**src/rtl/bn_channel_sequencer.sv**
```systemverilog
// -----------------------------------------------------------------------------
// bn_channel_sequencer
//
// Upstream control stage for the FP32 batch-normalization element. It holds
// four parameter banks (gamma, beta, moving mean, denominator) of CHANNELS
// words each. It accepts a channel-interleaved pixel stream and presents every
// beat, together with its channel's parameters, to the element. The element's
// fixed-latency result is re-timed into a valid-qualified output stream with a
// frame-end marker. No arithmetic is done here; FP words pass bit-exact.
//
// Ports
//   clk, rst                  clock, synchronous active-high reset
//   param_we/sel/addr/data    parameter write (honoured only while idle)
//                             sel: 0 gamma, 1 beta, 2 mean, 3 denominator
//   start_i                   begin a frame (ignored unless idle)
//   busy_o, done_o            frame in progress / one-cycle end-of-frame pulse
//   s_valid_i/s_ready_o/s_data_i   input beat stream (one channel per beat)
//   data_o, gamma_o, beta_o, mean_o, denom_o   registered element operands
//   result_i                  element result, PIPE_LATENCY cycles after operands
//   m_valid_o/m_data_o/m_last_o    output stream, no backpressure
// -----------------------------------------------------------------------------
module bn_channel_sequencer #(
  parameter int DATA_WIDTH   = 32,
  parameter int CHANNELS     = 8,
  parameter int PIXELS       = 16,
  parameter int PIPE_LATENCY = 2,
  parameter int CW           = $clog2(CHANNELS)
) (
  input  logic                  clk,
  input  logic                  rst,
  input  logic                  param_we,
  input  logic [1:0]            param_sel,
  input  logic [CW-1:0]         param_addr,
  input  logic [DATA_WIDTH-1:0] param_data,
  input  logic                  start_i,
  output logic                  busy_o,
  output logic                  done_o,
  input  logic                  s_valid_i,
  output logic                  s_ready_o,
  input  logic [DATA_WIDTH-1:0] s_data_i,
  output logic [DATA_WIDTH-1:0] data_o,
  output logic [DATA_WIDTH-1:0] gamma_o,
  output logic [DATA_WIDTH-1:0] beta_o,
  output logic [DATA_WIDTH-1:0] mean_o,
  output logic [DATA_WIDTH-1:0] denom_o,
  input  logic [DATA_WIDTH-1:0] result_i,
  output logic                  m_valid_o,
  output logic [DATA_WIDTH-1:0] m_data_o,
  output logic                  m_last_o
);

  localparam int            PW       = (PIXELS > 1) ? $clog2(PIXELS) : 1;
  localparam logic [CW-1:0] CH_LAST  = CW'(CHANNELS - 1);
  localparam logic [PW-1:0] PIX_LAST = PW'(PIXELS - 1);

  typedef enum logic [1:0] {S_IDLE, S_RUN, S_DRAIN, S_DONE} state_t;

  state_t                  state, state_nx;
  logic [DATA_WIDTH-1:0]   bank [4][CHANNELS];
  logic [CW-1:0]           ch_cnt;
  logic [PW-1:0]           pix_cnt;
  logic                    accept;
  logic                    last_beat;
  logic [PIPE_LATENCY:0]   pipe_valid;
  logic [PIPE_LATENCY:0]   pipe_last;

  assign accept    = s_valid_i && (state == S_RUN);
  assign last_beat = accept && (ch_cnt == CH_LAST) && (pix_cnt == PIX_LAST);

  // NOTE: sequential state uses non-blocking assignments so every register
  // samples pre-edge values regardless of statement order.
  always_ff @(posedge clk) begin
    if (rst) state <= S_IDLE;
    else     state <= state_nx;
  end

  // NOTE: every output of this block is given a default before the case so
  // no path leaves a signal unassigned and no latch is inferred.
  always_comb begin
    state_nx  = state;
    s_ready_o = 1'b0;
    busy_o    = 1'b0;
    done_o    = 1'b0;
    unique case (state)
      S_IDLE: if (start_i) state_nx = S_RUN;
      S_RUN: begin
        s_ready_o = 1'b1;
        busy_o    = 1'b1;
        if (last_beat) state_nx = S_DRAIN;
      end
      S_DRAIN: begin
        busy_o = 1'b1;
        // Leave once the frame's final beat is on the output.
        if (m_valid_o && m_last_o) state_nx = S_DONE;
      end
      S_DONE: begin
        busy_o   = 1'b1;
        done_o   = 1'b1;
        state_nx = S_IDLE;
      end
      default: state_nx = S_IDLE;
    endcase
  end

  // Channel / pixel position of the next beat to be accepted.
  always_ff @(posedge clk) begin
    if (rst || (state == S_IDLE && start_i)) begin
      ch_cnt  <= '0;
      pix_cnt <= '0;
    end else if (accept) begin
      if (ch_cnt == CH_LAST) begin
        ch_cnt  <= '0;
        pix_cnt <= (pix_cnt == PIX_LAST) ? '0 : pix_cnt + 1'b1;
      end else begin
        ch_cnt <= ch_cnt + 1'b1;
      end
    end
  end

  // NOTE: the parameter file is a small register array that must read as
  // zero after reset, so it is reset explicitly rather than left as RAM.
  always_ff @(posedge clk) begin
    if (rst) begin
      for (int b = 0; b < 4; b++)
        for (int c = 0; c < CHANNELS; c++)
          bank[b][c] <= '0;
    end else if (param_we && state == S_IDLE && int'(param_addr) < CHANNELS) begin
      bank[param_sel][param_addr] <= param_data;
    end
  end

  // Operand stage: hold until the next accepted beat.
  always_ff @(posedge clk) begin
    if (rst) begin
      data_o  <= '0;
      gamma_o <= '0;
      beta_o  <= '0;
      mean_o  <= '0;
      denom_o <= '0;
    end else if (accept) begin
      data_o  <= s_data_i;
      gamma_o <= bank[0][ch_cnt];
      beta_o  <= bank[1][ch_cnt];
      mean_o  <= bank[2][ch_cnt];
      denom_o <= bank[3][ch_cnt];
    end
  end

  // {valid,last} tracker. Stage 0 is aligned with the operand registers, so
  // stage PIPE_LATENCY is aligned with result_i; the output registers add the
  // final cycle.
  always_ff @(posedge clk) begin
    if (rst) begin
      pipe_valid <= '0;
      pipe_last  <= '0;
      m_valid_o  <= 1'b0;
      m_last_o   <= 1'b0;
      m_data_o   <= '0;
    end else begin
      pipe_valid[0] <= accept;
      pipe_last[0]  <= last_beat;
      for (int k = 1; k <= PIPE_LATENCY; k++) begin
        pipe_valid[k] <= pipe_valid[k-1];
        pipe_last[k]  <= pipe_last[k-1];
      end
      m_valid_o <= pipe_valid[PIPE_LATENCY];
      m_last_o  <= pipe_valid[PIPE_LATENCY] && pipe_last[PIPE_LATENCY];
      if (pipe_valid[PIPE_LATENCY]) m_data_o <= result_i;
    end
  end

endmodule

```
**config.mk**
```make
export PLATFORM = sky130hd
export DESIGN_NAME = bn_channel_sequencer
export DESIGN_NICKNAME = d
export VERILOG_FILES = /design/src/rtl/bn_channel_sequencer.sv
export SDC_FILE = /design/constraint.sdc
export NUM_CORES = 2
export LEC_CHECK = 0
export ABC_CLOCK_PERIOD_IN_PS = 6800
export CORE_MARGIN = 5
export CORE_UTILIZATION = 55
export CTS_BUF_LIST = sky130_fd_sc_hd__clkbuf_8
export CTS_CLUSTER_DIAMETER = 40
export DETAILED_ROUTE_END_ITERATION = 8
export PLACE_DENSITY = 0.78
export SLEW_MARGIN = 20
export SYNTH_ARGS = -nofsm -noshare
export SYNTH_HDL_FRONTEND = slang
export SYNTH_SLANG_ARGS = --single-unit
```
**constraint.sdc**
```tcl
create_clock -name clk -period 6.8 [get_ports clk]
set_clock_uncertainty 0.1 [all_clocks]
set_input_delay 1.02 -clock clk [delete_from_list [all_inputs] [get_ports clk]]
set_output_delay 1.02 -clock clk [all_outputs]
set_load 0.005 [all_outputs]
```
==> flow_metrics.env <==
export IMPL_status="finished, final reports clean"
export IMPL_postCtsSetupRepairBufs=0
export IMPL_wl_met1_um=48800
export IMPL_ant_nets=0
export IMPL_rr_startpoint="state[0]"
export IMPL_hold_violations=0
export IMPL_grt_max_degree=131
export IMPL_wl_um=140000
export IMPL_wl_met2_um=67000
export IMPL_max_slew_margin_pct=22.5
export IMPL_async_flop_share_pct=0
export IMPL_h_tree_depth=4
export IMPL_synth_flop_cell="edfxtp_1"
export IMPL_path_buf_inv=3
export IMPL_timing_rr_end="bank[0][48]"
export IMPL_die_x_um=315
export IMPL_die_y_um=315
export IMPL_portBuffers=302
export IMPL_postCtsHoldBufs=0
export IMPL_clock_root_buffer="clkbuf_8"
export IMPL_via_per_inst=6.01
export IMPL_finalNonFillerCells=5548
export IMPL_fin_crit_sh_pct=56.6
export IMPL_crit_slowest_cell="ha_1"
export IMPL_seq_area_sq_um=34900
export IMPL_cts_resized_gates=0
export IMPL_first_pass_iters=8
export IMPL_ioPinCount=303
export IMPL_min_period_ps=3850
export IMPL_synth_area_sq_um=51000
export IMPL_cp_arrival_ps=2730
export IMPL_vias=33323
export IMPL_synth_edff_count=1024
export IMPL_path_depth=4
export IMPL_synthesis_nets=3962
export IMPL_tns_ps=0
export IMPL_setup_worst_path_end="busy_o"
export IMPL_start_util_pct=55.6
export IMPL_clock_path_buffers=3
export IMPL_cellLeakagePower_uw=0.0201
export IMPL_clk_pin_slew_ps=60
export IMPL_path_cells="inv_1 -> ha_1 -> inv_1 -> clkdlybuf4s50_1"
export IMPL_worstMarginPinSlew_ps=1160
export IMPL_crit_path_start_kind="flip-flop"
export IMPL_globalplace_congestion=0.807
export IMPL_numCtsBuffers=195
export IMPL_peakVddDrop_uv=197
export IMPL_fp_dieArea_sq_um=98900
export IMPL_rows=111
export IMPL_layout_commonest_cell="nor2_1"
export IMPL_min_path_cells=1
export IMPL_n_fill_cell=6521
export IMPL_path_delay_family="buffers and inverters"
export IMPL_wl_met3_um=18300
export IMPL_ys_seq_area_share_pct=68.5
export IMPL_grt_pass1_wl_um=208000
export IMPL_multi_input_area_sq_um=14700
export IMPL_p_per_area_nw_per_um2=282
export IMPL_yosys_cell_types_count=39
export IMPL_placedCellCount=5172
export IMPL_core_area_sq_um=91800
export IMPL_synthToLayoutAreaGrowth_pct=15.0
export IMPL_rsz0062_at_grt="false"
export IMPL_max_clock_freq_ghz=0.260
export IMPL_cts_sinks=1233
export IMPL_max_stage_delay_ps=600
export IMPL_path_class="flip-flop to output pin"
export IMPL_ys_seq_elements=1233
export IMPL_required_ps=5680
export IMPL_critical_path_max_fanout=9
export IMPL_cap_violations=0
export IMPL_synthCells=3849
export IMPL_ys_warn_count=0
export IMPL_setup_viol=0
export IMPL_drc=0
export IMPL_utilization_pct=63.9
export IMPL_hold_path_class="flip-flop to flip-flop"
export IMPL_cp_end_kind="output pin"
export IMPL_rr_worst_depth=6
export IMPL_startpoint="state[0]"
export IMPL_final_cell_mix="nor2_1 (1163), edfxtp_1 (1024), nand2_1 (330)"
export IMPL_nNetsFinal=4240
export IMPL_crit_top_cell="inv_1"
export IMPL_clock_latency_ps=860
export IMPL_synth_area_per_cell_sq_um=13.3
export IMPL_drt_iter0_markers=4178
export IMPL_routedWlPerCell_um=25.3
export IMPL_grt_ovfl_total=0
export IMPL_routed_top_layer="met5"
export IMPL_hpwl_um=76400
export IMPL_maxSlewViolCount=0
export IMPL_p_total_uw=16600
export IMPL_antenna_found_initial=8
export IMPL_fin_hold_ws_ps=329
export IMPL_drive_gt1_share_pct=17.2
export IMPL_cts_tree="built"
export IMPL_track_usage_pct=28.1
export IMPL_grt_pass1_vias=33796
export IMPL_r2r_slack_ps=3140
[cells in the mapped netlist, types with 33 or more instances]
cell type  instances  area [sq um]
nor2b_1           35           219
buf_2            138           691
mux4_2           128          2880
mux2_2           256          2880
o31ai_1          109           818
o22ai_1          128           801
a21oi_1           39           195
nor2_1          1165          4370
nand2_1          333          1250
a21o_1            33           248
clkbuf_1         100           375
edfxtp_1        1024         30700
dfxtp_1          209          4180
mux2i_1           33           330
[logic make-up after synthesis]
| logic type | count (synthesis) | share of synthesized area, % |
|---|---|---|
| buf+inv | 289 | 2.92 |
| compound gates | 332 | 4.56 |
| xor+xnor | 1 | 0.0172 |
| flops | 1233 | 68.5 |
| fa+ha+maj | 7 | 0.172 |
| mux | 417 | 12.0 |
| simple gates | 1570 | 11.9 |
[per-layer routing]
| metal | vias to the layer above | global-route usage (%) |
|---|---|---|
| met3 | 337 | 8.58 |
| met1 | 16534 | 35.8 |
| met5 | - | 0 |
| li1 | 14381 | - |
| met4 | 16 | 12.3 |
| met2 | 2055 | 44.9 |
[flip-flops by register name (all words and copies together) (netlist names), 4 cells and up]
signal / count
beta_o: 32
denom_o: 32
mean_o: 32
pix_cnt: 4
data_o: 32
bank: 1024
m_data_o: 32
gamma_o: 32
[worst min path at each step]
stage	startpoint	endpoint	slack [ps]
6_report	pipe_valid[0]	pipe_valid[1]	330
5_1_grt	pipe_last[2]	m_last_o	350
2_1_floorplan	pipe_last[2]	m_last_o	310
3_3_place_gp	pipe_valid[0]	pipe_valid[1]	320
4_1_cts	pipe_valid[0]	pipe_valid[1]	330
3_5_place_dp	pipe_last[0]	pipe_last[1]	320
[cell type report]
| type | instances | share of cell area, % |
|---|---|---|
| diodes | 8 | 0.0341 |
| well taps | 1243 | 2.65 |
| inverters | 6 | 0.0384 |
| clock inverters | 143 | 1.28 |
| repair buffers | 364 | 6.11 |
| flip-flops and latches | 1233 | 59.6 |
| clock buffers | 224 | 5.26 |
| multi-input cells | 2327 | 25.1 |
[through the flow]
| stage | setup WS [ps] | cell area [sq um] |
|---|---|---|
| floorplan | 3860 | 51000 |
| global placement | 2350 | 54800 |
| detailed placement | 2500 | 54800 |
| CTS | 2860 | 58600 |
| global route | 2870 | 58600 |
| finish | 2950 | 58700 |
[power breakdown]
part	switching [uW]	internal [uW]
combinational	1030	742
clock	2920	3200
sequential	175	8510
total	4120	12400
No activity file was read; power rests on OpenSTA's default activity.
